--- src/rtl/bcd_stopwatch_pkg.sv ---
// Shared types and constants for the BCD stopwatch counter and its digit cells.
package bcd_stopwatch_pkg;

    typedef enum logic [1:0] {
        ST_IDLE   = 2'd0,
        ST_RUN    = 2'd1,
        ST_PAUSED = 2'd2,
        ST_DONE   = 2'd3
    } sw_state_e;

    typedef logic [3:0] bcd_t;

    localparam int unsigned MOD10 = 10;
    localparam int unsigned MOD6  = 6;

endpackage

--- src/rtl/bcd_digit.sv ---
// One BCD digit counting modulo MODULUS; carry is combinational so a whole
// chain of digits ripples within a single clock cycle.
module bcd_digit
    import bcd_stopwatch_pkg::*;
#(
    parameter int unsigned MODULUS = MOD10
) (
    input  logic clk,
    input  logic rst_n,
    input  logic inc,
    input  logic clr,
    input  logic sat,
    output bcd_t q,
    output logic carry
);

    localparam bcd_t MAX = bcd_t'(MODULUS - 1);

    bcd_t q_q, q_d;

    // NOTE: every signal written here gets a default first, so no path can infer a latch.
    always_comb begin
        q_d = q_q;
        if (clr) begin
            q_d = '0;
        end else if (sat) begin
            q_d = MAX;
        end else if (inc) begin
            q_d = (q_q == MAX) ? '0 : q_q + 4'd1;
        end
    end

    // NOTE: sequential state uses non-blocking assignments so all flops sample together.
    always_ff @(posedge clk or negedge rst_n) begin
        if (!rst_n) begin
            q_q <= '0;
        end else begin
            q_q <= q_d;
        end
    end

    assign q     = q_q;
    assign carry = inc && (q_q == MAX);

endmodule

--- src/rtl/bcd_stopwatch_counter.sv ---
// Stopwatch: prescaled BCD digit chain with start/stop/clear control.
// Optional lap hold register enabled by defining BCD_STOPWATCH_LAP_EN.
module bcd_stopwatch_counter
    import bcd_stopwatch_pkg::*;
#(
    parameter int unsigned           NUM_DIGITS = 4,
    parameter int unsigned           PRESCALE   = 10,
    parameter logic [NUM_DIGITS-1:0] MOD6_MASK  = '0,
    parameter int unsigned           SAT_MODE   = 0
) (
    input  logic                    clk,
    input  logic                    rst_n,
    input  logic                    enb,
    input  logic                    start,
    input  logic                    stop,
    input  logic                    clear,
    input  logic                    lap,
    output logic [4*NUM_DIGITS-1:0] digits,
    output logic [4*NUM_DIGITS-1:0] disp,
    output logic                    running,
    output logic                    overflow,
    output logic                    lap_hold
);

    localparam int unsigned      PRE_W    = (PRESCALE > 1) ? $clog2(PRESCALE) : 1;
    localparam logic [PRE_W-1:0] PRE_LAST = PRE_W'(PRESCALE - 1);
    localparam bit               SAT_EN   = (SAT_MODE != 0);

    sw_state_e               state_q, state_d;
    logic [PRE_W-1:0]        pre_q, pre_d;
    logic                    ovf_q, ovf_d;
    logic                    count_en, tick, top_carry, sat_hit;
    logic [4*NUM_DIGITS-1:0] count;

    assign count_en = (state_q == ST_RUN) && enb && !clear;

    always_comb begin
        pre_d = pre_q;
        tick  = 1'b0;
        if (clear) begin
            pre_d = '0;
        end else if (count_en) begin
            if (pre_q == PRE_LAST) begin
                pre_d = '0;
                tick  = 1'b1;
            end else begin
                pre_d = pre_q + 1'b1;
            end
        end
    end

    // Each digit's increment is the carry of the digit below; digit 0 takes the prescaler tick.
    for (genvar i = 0; i < NUM_DIGITS; i++) begin : g_digit
        localparam int unsigned MODULUS = MOD6_MASK[i] ? MOD6 : MOD10;
        logic inc;
        logic carry;
        if (i == 0) begin : g_lsd
            assign inc = tick;
        end else begin : g_upper
            assign inc = g_digit[i-1].carry;
        end
        bcd_digit #(
            .MODULUS(MODULUS)
        ) u_digit (
            .clk  (clk),
            .rst_n(rst_n),
            .inc  (inc),
            .clr  (clear),
            .sat  (sat_hit),
            .q    (count[4*i +: 4]),
            .carry(carry)
        );
    end

    assign top_carry = g_digit[NUM_DIGITS-1].carry;
    assign sat_hit   = SAT_EN && top_carry;
    assign ovf_d     = clear ? 1'b0 : (ovf_q || top_carry);

    always_comb begin
        state_d = state_q;
        if (clear) begin
            state_d = ST_IDLE;
        end else begin
            case (state_q)
                ST_IDLE: begin
                    if (start) state_d = ST_RUN;
                end
                ST_RUN: begin
                    if (sat_hit)   state_d = ST_DONE;
                    else if (stop) state_d = ST_PAUSED;
                end
                ST_PAUSED: begin
                    if (start) state_d = ST_RUN;
                end
                default: state_d = state_q;
            endcase
        end
    end

    always_ff @(posedge clk or negedge rst_n) begin
        if (!rst_n) begin
            state_q <= ST_IDLE;
            pre_q   <= '0;
            ovf_q   <= 1'b0;
        end else begin
            state_q <= state_d;
            pre_q   <= pre_d;
            ovf_q   <= ovf_d;
        end
    end

    assign digits   = count;
    assign running  = (state_q == ST_RUN);
    assign overflow = ovf_q;

`ifdef BCD_STOPWATCH_LAP_EN
    logic                    lap_hold_q, lap_hold_d;
    logic [4*NUM_DIGITS-1:0] hold_q, hold_d;

    always_comb begin
        lap_hold_d = lap_hold_q;
        hold_d     = hold_q;
        if (clear) begin
            lap_hold_d = 1'b0;
        end else if (lap) begin
            if (lap_hold_q) begin
                lap_hold_d = 1'b0;
            end else if (state_q == ST_RUN || state_q == ST_PAUSED) begin
                hold_d     = count;
                lap_hold_d = 1'b1;
            end
        end
    end

    always_ff @(posedge clk or negedge rst_n) begin
        if (!rst_n) begin
            lap_hold_q <= 1'b0;
        end else begin
            lap_hold_q <= lap_hold_d;
        end
    end

    // NOTE: the hold data register is not reset; disp only shows it after a capture sets lap_hold.
    always_ff @(posedge clk) begin
        hold_q <= hold_d;
    end

    assign lap_hold = lap_hold_q;
    assign disp     = lap_hold_q ? hold_q : count;
`else
    logic lap_unused;
    assign lap_unused = lap;
    assign lap_hold   = 1'b0;
    assign disp       = count;
`endif

endmodule

--- config.mk ---
export PLATFORM = sky130hd
export DESIGN_NAME = bcd_stopwatch_counter
export DESIGN_NICKNAME = d
export VERILOG_FILES = /design/src/rtl/bcd_stopwatch_pkg.sv /design/src/rtl/bcd_digit.sv /design/src/rtl/bcd_stopwatch_counter.sv
export SDC_FILE = /design/constraint.sdc
export NUM_CORES = 1
export LEC_CHECK = 0
export ABC_AREA = 1
export BUFFER_PORTS_ARGS = -buffer_cell sky130_fd_sc_hd__clkbuf_2
export CORE_UTILIZATION = 56
export CTS_CLUSTER_DIAMETER = 80
export DETAILED_ROUTE_END_ITERATION = 10
export PLACE_DENSITY_LB_ADDON = 0.25
export SETUP_SLACK_MARGIN = 0.4
export SLEW_MARGIN = 40
export SYNTH_ARGS = -nofsm -noshare
export SYNTH_HDL_FRONTEND = slang
export SYNTH_SLANG_ARGS = --single-unit
--- constraint.sdc ---
create_clock -name clk -period 3.6 [get_ports clk]
set_clock_uncertainty 0.2 [all_clocks]
set_input_delay 0.54 -clock clk [delete_from_list [all_inputs] [get_ports clk]]
set_output_delay 0.54 -clock clk [all_outputs]
set_load 0.02 [all_outputs]
* Word-level counts from Yosys, hierarchy flattened
Index checks and enable logic that the tools add are counted.
** Storage, ports and cells
- Register bits :: 23
- Bits in latches :: 0
- Bits in writable memories :: 0
- Bits in read-only memories :: 0
- Bits of input ports :: 7
- Output and inout bits :: 35
- Word-level logic and storage cells :: 61
- Memories kept :: 0
** Cells by class
- Add/subtract/negate cells :: 5
- Multiply operators :: 0
- Divide/modulo/power cells :: 0
- Order comparisons :: 0
- Eq/ne operators :: 9
- Shifts and indexed selects :: 0
- Muxes and demuxes :: 23
- Bitwise operators :: 0
- Reduce and logical (&&, ||, !) cells :: 17
** Operators with widths (number)
- $mux 4 :: 15
- $add 4x1->4 const B :: 5
- $eq 4x4->1 const B :: 5
- $reduce_bool 2->1 :: 5
- $logic_and 1x1->1 :: 6
- $mux 2 :: 3
- $mux 1 :: 4
- $pmux 2 s2 :: 1
- $ne 3x1->1 const B :: 1
- $ne 3x3->1 const B :: 1
- $reduce_and 3->1 :: 1
- $reduce_bool 3->1 :: 1
- $eq 2x1->1 const B :: 1
- $eq 2x2->1 const B :: 1
- $logic_not 2->1 :: 1
- $reduce_or 2->1 :: 1
- $logic_not 1->1 :: 1
- $logic_or 1x1->1 :: 1

* Logic depth before layout (Yosys ltp)
Gate-level depths: netlist of the first run.
- Depth after elaboration :: 11
- Gate-level depth with buffers :: 9
- Gate-level depth less buffers :: 9

* Modules after synthesis
From an unflattened synthesis of the first run, not the netlist that was laid out.
** Second synthesis, totals
- Cell total of the unflattened synthesis :: 216
- Area total of the unflattened synthesis :: 1580.3 µm²
** By module, submodules not included
- bcd_digit :: instances 4, cells an instance 37, area each 265.3 µm², seq. area each 100.1 µm²
- bcd_stopwatch_counter :: instances 1, cells an instance 68, area each 519.2 µm², seq. area each 175.2 µm²

* Worst setup path before layout of the first run
Ideal clock, no wire load.
- Path kind :: reg2reg
- Start point :: reg g_digit[0].u_digit.q_q[0]
- End point :: reg g_digit[3].u_digit.q_q[0]
- Setup time :: 0.118 ns
- Data arrival time :: 1.336 ns
- Setup slack :: 1.946 ns
- Stages on the path, launching flop included :: 9
- Period minus slack after synthesis :: 1.654 ns
- Path through :: dfrtp_1 > ha_1 > nand2_1 > nor2_4 > nand3_2 > nand2_4 > nand3_2 > nand2_1 > nand2_1
** On the way
- Cells in the longest elaborated chain, start to end :: 5
** RTL lines
- start: declaration :: RTL line bcd_digit.sv:19 : bcd_t q_q, q_d;
- start signal: assignment :: RTL line bcd_digit.sv:38 : q_q <= q_d;
- $eq 4x4->1 :: RTL line bcd_digit.sv:43 : assign carry = inc && (q_q == MAX);
- $logic_and 1x1->1 (3 in a row) :: RTL line bcd_digit.sv:43
- $reduce_bool 2->1 (no source line)
- end signal: assignment :: RTL line bcd_digit.sv:38
- end: declaration :: RTL line bcd_digit.sv:19
Every way passes these cells.
A chain may end at the register's enable or synchronous reset.

* Worst setup path in the final report of the first run
- Start point :: reg state_q[0]
- End point :: out running
** On the way
- Cells in the longest elaborated chain, start to end :: 1
** RTL lines
- start: declaration :: RTL line bcd_stopwatch_counter.sv:29 : sw_state_e state_q, state_d;
- start signal: assignment :: RTL line bcd_stopwatch_counter.sv:106 : state_q <= state_d;
- $eq 2x1->1 :: RTL line bcd_stopwatch_counter.sv:113 : assign running = (state_q == ST_RUN);
- end: declaration :: RTL line bcd_stopwatch_counter.sv:20 : output logic running,
Every way passes these cells.

==> out/metrics.yaml, run 1 <==
run_status: "complete, but fails checks"
violations: "hold timing"
numCtsBuffers: 3
dpl.hpwl_um: 2020
drc: 0
total_power_mw: 0.653
synth_fp_nets: 192
cts.sinks: 23
drive_above_1_share: 0.285
synth_top_cell_by_area: "dfrtp_1"
slew_headroom: 0.621
path_cells: "inv_1, nor2_1, clkbuf_2"
rsz0062_at_grt: "no"
synth_fa_ha_area_frac: 0.0667
synthSimpleGateAreaFrac: 0.275
via_count: 1185
clk_pin_slew_ns: 0.13
cts_tree: "built"
fin_tns_setup_ns: 0
postCtsSetupBuffers: 0
wl_um: 2660
nets: 216
grt_pass1_vias: 1009
synth_mux_area_frac: 0
path_class: "flop to output port"
n_antenna_cell: 0
multi_input_area_um2: 701
crit_path_end_kind: "output port"
core-area_um2: 2500
clk_latency_ns: 0.30
wire_per_inst_um: 11.6
grt_pass1_wl_um: 4410
die_x_um: 53.8
synth_compound_area_frac: 0.0700
grt_max_degree: 24
synth_top_area_frac: 0.383
fin_crit_ns: 1.83
place_ws_ns: 1.77
setup_viol: 0
synth_edf_count: 0
synth_top_family_by_area: "simple AND/OR/NAND/NOR gates"
hold_viol: 2
dieArea_um2: 2890
fillers: 222
p_per_area_nw_per_um2: 408
initial_core_util: 0.601
leakage_nw: 0.860
clockBufferDepth: 2
ys_types: 31
rows: 18
fin_crit_sh: 0.509
crit_family: "flip-flops"
r2r-start: "g_digit[1].u_digit.q[0]"
fmax_ghz: 0.546
dr.first_iter.drc_count: 23
ios: 42
grt_usage: 0.208
synth_area_per_cell_um2: 8.48
ys_top_cells_by_area: "dfrtp_1 38%, buf_4 8.5%, nand2_1 7.8%, ha_1 6.7%, nand3_1 5.7%"
grt.overflow.total: 0
regArea_um2: 576
worst_pin_slew_ns: 0.568
fin_ws_ns: 1.77
vdd_drop_max_v: 0.000337
worst-path-buf-inv: 2
place_area_um2: 1570
yosysSeqAreaShare: 0.383
ant_nets: 0
htree_levels: 1
max_stage_delay_ns: 0.43
final_max_slew_viol_count: 0
area_delta_synth_final_pct: 6.50
r2r_end: "g_digit[3].u_digit.q[3]"
maxCapViolCount: 0
syn_inst: 177
ys_warn_count: 0
die_y_um: 53.8
start_kind: "flop"
hold_path_class: "input port to async pin"
antenna_found_initial: 0
cp_data_required_time_ns: 2.86
crit_slowest_cell: "dfrtp_1"
ys_ff_latch: 23
arrival_ns: 1.09
whs_ns: -0.00153
holdBufCountCts: 0
crit_path_max_fanout: 3
synth_xor_xnor_area_share: 0.0525
r2r_cells: 7
root_buffer: "clkbuf_4"
first_pass_iters: 4
place.gp.congestion: 0.763
final_common_cell: "clkbuf_2"
mostFrequentLayoutCells: "39 x clkbuf_2, 31 x nand2_1, 23 x dfrtp_1"
async_reset_ff_frac: 1.00
final_area_um2: 1600
synth_ff_type: "dfrtp_1"
cts_repair_resize_count: 0
syn_area_um2: 1500
r2r_slack_ns: 1.90
io_buffer_count: 39
viasPerCell: 5.15
flip-flops by register name, summed over array words and instances, names as in the netlist:
register / flops
overflow: 1
pre_q: 4
g_digit.u_digit.q: 16
state_q: 2
synth_stat cells, types with 3 or more instances:
| cell | instances |
|---|---|
| a21oi_1 | 3 |
| buf_4 | 17 |
| buf_6 | 3 |
| dfrtp_1 | 23 |
| ha_1 | 8 |
| inv_1 | 13 |
| inv_2 | 4 |
| nand2_1 | 31 |
| nand3_1 | 17 |
| nor2_1 | 17 |
| o21ai_0 | 7 |
| xor2_1 | 7 |
where the power goes:
| group | switching [mW] | internal (mW) | total (mW) |
|---|---|---|---|
| clock network | 0.0774 | 0.0432 | 0.121 |
| logic | 0.131 | 0.0719 | 0.203 |
| registers | 0.0428 | 0.286 | 0.329 |
per-stage QoR:
stage,util,hold WS (ns),cells
after floorplan,-,0.0444,177
after global placement,0.629,0.297,226
after detailed placement,0.629,0.303,226
after CTS,0.640,0.0158,230
after global routing,0.640,0.0317,230
final,0.640,-0.00153,230
metal layers:
layer / vias up / share of wire / global-route usage
li1: 605 / - / -
met1: 545 / 0.46 / 0.283
met2: 33 / 0.49 / 0.342
met3: 2 / 0.044 / 0.0254
met4: 0 / 0.0056 / 0.0658
met5: - / 0 / 0
kinds of logic after synthesis:
family                     Yosys count
AOI/OAI and AO/OA                   18
xor gates and xnor gates             9
adders and majority gates            8
buffers and inverters               37
DFF                                 23
other                                1
and+or+nand+nor                     81
worst max path at each step:
stage | from | to | slack, ns | cells after the start
after floorplan | g_digit[0].u_digit.q[0] | g_digit[3].u_digit.q[0] | 1.95 | 8
after global placement | clear | g_digit[3].u_digit.q[1] | 1.81 | 6
after detailed placement | clear | g_digit[3].u_digit.q[1] | 1.77 | 6
after CTS | state_q[0] | running | 1.75 | 3
after global routing | state_q[0] | running | 1.68 | 3
final | state_q[0] | running | 1.77 | 3
area by class of cell:
cell class,count,area share
inverters,17,0.0399
well taps,30,0.0235
flip-flops and latches,23,0.360
multi-input cells,117,0.438
clock buffers,4,0.0164
repair buffers,39,0.122
Power figures use the tool's default switching activity.
==> run 2, diff against run 1 <==
CORE_UTILIZATION = 47   (was 56)
clock period = 1.5 ns   (was 3.6 ns; I/O delays follow)
==> run 2 against run 1 <==
  * The flow finishes with violations (hold timing, setup timing)
  * Clock power rose by 130%
  * Die area grew 18%
  * Routed wire length rose by 53%
  * Worst setup slack worse by 1.8 ns
  * Cell count up 24%
  * Sequential share of layout area shrank 12 points
  * Via count up 22%
  * Critical path depth rose by 6
  * Critical endpoint is now g_digit[3].u_digit.q[1]
  * Largest cell class unchanged
==> out/metrics.yaml, run 2 (synthesis gave the netlist of run 1 again) <==
fin_ws_ns: -0.0731  # -1.84 ns
htree_levels: 1  # unchanged
grt_pass1_wl_um: 6270  # +42%
grtUsageMet1: 0.289  # +0.00615
vdd_drop_max_v: 0.000555  # +65%
core-area_um2: 3050  # +22%
dpl.hpwl_um: 2340  # +15%
io_buffer_count: 39  # unchanged
dieArea_um2: 3420  # +18%
met2_usage: 0.458  # +0.117
fmax_ghz: 0.636
crit_path_end_kind: "flop"
die_y_um: 58.5  # +8.8%
grt_pass1_vias: 1443  # +43%
die_x_um: 58.5  # +8.8%
ant_nets: 0  # unchanged
area_delta_synth_final_pct: 67.4
start_kind: "flop"
top_usage_layer: "met2"
grt_usage: 0.246  # +0.0374
clk_pin_slew_ns: 0.12  # about the same
total_power_mw: 2.05  # +210%
grt_max_degree: 24  # unchanged
p_per_area_nw_per_um2: 816  # +100%
initial_core_util: 0.492  # -0.109
wl_um: 4070  # +53%
dr.first_iter.drc_count: 46  # +100%
dp.cells: 257  # +14%
path_class: "flop to flop"
rsz0062_at_grt: "yes"
fin_crit_ns: 1.57
drive_above_1_share: 0.607  # +0.322
arrival_ns: 1.58  # +0.49 ns
drc: 0  # unchanged
worst_pin_slew_ns: 0.580  # +0.0117 ns
run_status: "complete, but fails checks"
clk_latency_ns: 0.30  # about the same
final_common_cell: "buf_4"
grt.overflow.total: 0  # unchanged
fin_crit_sh: 1.05
slew_headroom: 0.613  # -0.00780
antenna_found_initial: 0  # unchanged
cts_tree: "built"
leakage_nw: 1.20  # +40%
place_area_um2: 1790  # +14%
via_count: 1443  # +22%
cp_data_required_time_ns: 1.51  # -1.35 ns
crit_path_max_fanout: 4  # +1
viasPerCell: 5.05  # -2.1%
clockBufferDepth: 2  # unchanged
fin_util: 0.823  # +0.184
grtUsageMet3: 0.0242  # -0.00125
mostFrequentLayoutCells: "29 x buf_4, 19 x buf_8, 18 x nand2_1"
cts.sinks: 23  # unchanged
violations: "hold timing, setup timing"
hold_path_class: "input port to async pin"
final_area_um2: 2510  # +57%
numCtsBuffers: 3  # unchanged
wire_per_inst_um: 14.2  # +23%
hold_viol: 25  # +23
fillers: 180  # -19%
layoutNonFillerInstCount: 286  # +24%
whs_ns: -0.305  # -0.303 ns
maxCapViolCount: 0  # unchanged
first_pass_iters: 4  # unchanged
root_buffer: "clkbuf_4"
nets: 258  # +19%
ios: 42  # unchanged
r2r_cells: 9  # +2
final_max_slew_viol_count: 0  # unchanged
place.gp.congestion: 0.779  # +2.0%
largest_register_ff_count: 16  # unchanged
n_antenna_cell: 0  # unchanged
rows: 20  # +2
setup_viol: 19  # +19
-- run 2: cell count changes in the layout (fill, tap and decap cells not counted), sizes merged --
| cell | before | now |
|---|---|---|
| buf | 0 | 65 |
| clkbuf | 43 | 19 |
| nand2 | 34 | 35 |
-- run 2: repair_timing --
| item | CTS | global route |
|---|---|---|
| setup endpoints to repair | 57 | 57 |
| endpoints found under the hold margin | 25 | 24 |
| resized for setup | 82 | 51 |
| buffers inserted | 18 | 6 |
| gates cloned | 1 | 0 |
| pin swaps | 10 | 8 |
-- run 2: worst paths after layout --
check	slack [ns]	startpoint	end
max	-0.07	g_digit[0].u_digit.q[1]	g_digit[3].u_digit.q[1]
min	-0.30	rst_n	overflow
max reg2reg	-0.07	g_digit[0].u_digit.q[1]	g_digit[3].u_digit.q[1]
min reg2reg	0.39	overflow	overflow
max in group asynchronous	1.00	rst_n	g_digit[0].u_digit.q[1]
min in group clk	-0.08	start	state_q[1]
-- run 2: final cells by class --
type	instances	area, µm²	area share
inverter	17	66.3	0.0264
sequential	23	593	0.236
timing repair buffer	80	845	0.336
tap	44	55.1	0.0219
clock buffer	4	26.3	0.0105
multi-input combinational	118	928	0.369
-- run 2: critical path, cell delays in order, from the launching register on --
cell and delay (ns):
dfrtp_2 0.43, inv_2 0.07, ha_4 0.13, nand2_4 0.05, nor2_4 0.16, nand3_4 0.12, nand2_4 0.10, nand3_4 0.09
nand2_2 0.08, nand2_1 0.06
-- run 2: layer usage --
| layer | share of wire | wire length, µm | vias to the layer above |
|---|---|---|---|
| met2 | 0.55 | 2240 | 48 |
| met1 | 0.39 | 1610 | 690 |
| met4 | 0.023 | 93 | 0 |
| met5 | 0 | 0 | - |
| li1 | - | - | 695 |
| met3 | 0.032 | 130 | 10 |
-- run 2: power by group --
group	leakage (nW)	total, mW	switching, mW	internal, mW
clock	0.0150	0.282	0.179	0.104
combinational	0.899	0.949	0.436	0.514
sequential	0.291	0.819	0.121	0.698
-- run 2: per-stage QoR --
step	setup TNS [ns]	worst slack, ns
final	-0.772	-0.0731
after global routing	-2.47	-0.179
after CTS	-0.293	-0.0418
after detailed placement	-0.660	-0.0823
after global placement	-0.291	-0.0503
after floorplan	-0.571	-0.0671
==> run 3, diff against run 2 <==
CORE_ASPECT_RATIO = 0.9   (was not set)
==> run 3 against run 2 <==
  * Hold slack worse by 0.0056 ns
  * Largest power group unchanged
  * Power rose by 0.71%
  * The run still ends with hold timing, setup timing left
  * Sequential cell count unchanged
  * Register-to-register slack about the same
  * First-iteration DRC count up 11%
==> out/metrics.yaml, run 3 (synthesis gave the netlist of run 1 again) <==
drive_above_1_share: 0.609  # +0.00181
worst_pin_slew_ns: 0.602  # +0.0218 ns
clockBufferDepth: 2  # unchanged
antenna_found_initial: 0  # unchanged
numCtsBuffers: 3  # unchanged
start_kind: "flop"
first_pass_iters: 4  # unchanged
wl_um: 4070  # -0.12%
crit_slowest_cell: "dfrtp_2"
die_y_um: 55.6  # -5.0%
root_buffer: "clkbuf_4"
fin_tns_setup_ns: -0.663  # +0.109 ns
drc: 0  # unchanged
grt.overflow.total: 0  # unchanged
clk_pin_slew_ns: 0.13  # about the same
leakage_nw: 1.18  # -1.9%
slew_headroom: 0.599  # -0.0146
clk_latency_ns: 0.31  # about the same
htree_levels: 1  # unchanged
top_usage_layer: "met2"
die_x_um: 61.6  # +5.2%
grt_pass1_vias: 1462  # +1.3%
grtUsageMet1: 0.326  # +0.0371
maxCapViolCount: 0  # unchanged
final_common_cell: "buf_4"
path_class: "flop to flop"
fmax_ghz: 0.634  # -0.22%
dieArea_um2: 3420  # about the same
hold_path_class: "input port to async pin"
dpl.hpwl_um: 2420  # +3.4%
crit_family: "simple AND/OR/NAND/NOR gates"
cts.sinks: 23  # unchanged
rsz0062_at_grt: "yes"
fillers: 186  # +3.3%
worst-path-buf-inv: 1  # unchanged
largest_register_ff_count: 16  # unchanged
grt_usage: 0.249  # +0.00303
p_per_area_nw_per_um2: 828  # +1.5%
mostFrequentLayoutCells: "24 x buf_4, 23 x nand2_1, 19 x buf_8"
crit_path_end_kind: "flop"
fin_crit_ns: 1.58  # +0.00339 ns
setup_viol: 16  # -3
initial_core_util: 0.493  # +0.00162
grt_max_degree: 24  # unchanged
violations: "hold timing, setup timing"
arrival_ns: 1.60  # +0.02 ns
path_cells: "inv_2, ha_4, nand2_4, nor2_4, nand3_4, nand2_4, nand3_4, nand2_1, nand2_1"
area_delta_synth_final_pct: 66.2
via_count: 1425  # -1.2%
ant_nets: 0  # unchanged
fin_crit_sh: 1.05  # +0.00226
ios: 42  # unchanged
cts_tree: "built"
fin_ws_ns: -0.0765  # -0.00339 ns
vdd_drop_max_v: 0.000632  # +14%
place.gp.congestion: 0.763  # -2.0%
final_max_slew_viol_count: 0  # unchanged
max_stage_delay_ns: 0.43  # about the same
run_status: "complete, but fails checks"
crit_path_max_fanout: 4  # unchanged
cp_data_required_time_ns: 1.52  # about the same
grtUsageMet3: 0.0372  # +0.0130
whs_ns: -0.310  # -0.00560 ns
hold_viol: 25  # unchanged
met2_usage: 0.398  # -0.0603
viasPerCell: 5.09  # +0.87%
dr.first_iter.drc_count: 51  # +11%
core-area_um2: 3040  # -0.33%
rows: 19  # -5.0%
n_antenna_cell: 0  # unchanged
grt_pass1_wl_um: 6420  # +2.4%
io_buffer_count: 39  # unchanged
wire_per_inst_um: 14.5  # +2.0%
nets: 254  # -1.6%
[run 3: metrics by stage]
| step | utilization | std cells | cell area (µm²) | setup WS [ns] | total power [mW] |
|---|---|---|---|---|---|
| 6_report | 0.820 | 280 | 2490 | -0.0765 | 2.06 |
| 3_3_place_gp | 0.590 | 256 | 1800 | -0.0442 | 1.34 |
| 3_5_place_dp | 0.590 | 256 | 1800 | -0.0826 | 1.37 |
| 5_1_grt | 0.820 | 280 | 2490 | -0.154 | 2.15 |
| 2_1_floorplan | - | 177 | 1580 | -0.0671 | 1.22 |
| 4_1_cts | 0.784 | 276 | 2380 | -0.0522 | 1.98 |
[run 3: path summary, 6_finish.rpt]
| path | start | endpoint | slack, ns | cells past startpoint |
|---|---|---|---|---|
| hold reg to reg | g_digit[2].u_digit.q[0] | g_digit[2].u_digit.q[0] | 0.37 | 3 |
| max in group asynchronous | rst_n | g_digit[1].u_digit.q[0] | 0.98 | 1 |
| hold / removal | rst_n | pre_q[0] | -0.31 | 1 |
| setup reg to reg | g_digit[0].u_digit.q[1] | g_digit[3].u_digit.q[2] | -0.08 | 9 |
| min in group clk | start | state_q[1] | -0.10 | 2 |
| setup / recovery | g_digit[0].u_digit.q[1] | g_digit[3].u_digit.q[2] | -0.08 | 9 |
[run 3: worst reg2reg max path: cells and delay by family, from the launching register on]
| family | cells | cell delay, ns |
|---|---|---|
| simple gates | 7 | 0.67 |
| buf+inv | 1 | 0.06 |
| flops | 1 | 0.43 |
| fa+ha+maj | 1 | 0.13 |
[run 3: layout make-up]
type	instances	area, µm²	area share
Clock buffer	4	26.3	0.0105
Inverter	17	66.3	0.0266
Multi-Input combinational cell	118	928	0.372
Sequential cell	23	593	0.238
Tap cell	42	52.6	0.0211
Timing Repair Buffer	76	828	0.332
[run 3: routing by layer]
| layer | vias to the layer above | share of wire |
|---|---|---|
| li1 | 678 | - |
| met1 | 683 | 0.40 |
| met2 | 50 | 0.53 |
| met3 | 14 | 0.037 |
| met4 | 0 | 0.033 |
| met5 | - | 0 |
[run 3: timing repair]
| action | in CTS | in global routing |
|---|---|---|
| gates resized for setup | 89 | 36 |
| buffers inserted | 15 | 4 |
| endpoints found under the setup margin | 57 | 57 |
| gates cloned | 1 | 0 |
| hold endpoints to repair | 25 | 25 |
| pin swaps | 12 | 11 |
[run 3: report_power, final]
part	internal (mW)	switching, mW	leakage, nW
logic	0.509	0.446	0.876
registers	0.698	0.117	0.291
clock network	0.104	0.192	0.0150
total	1.31	0.755	1.18
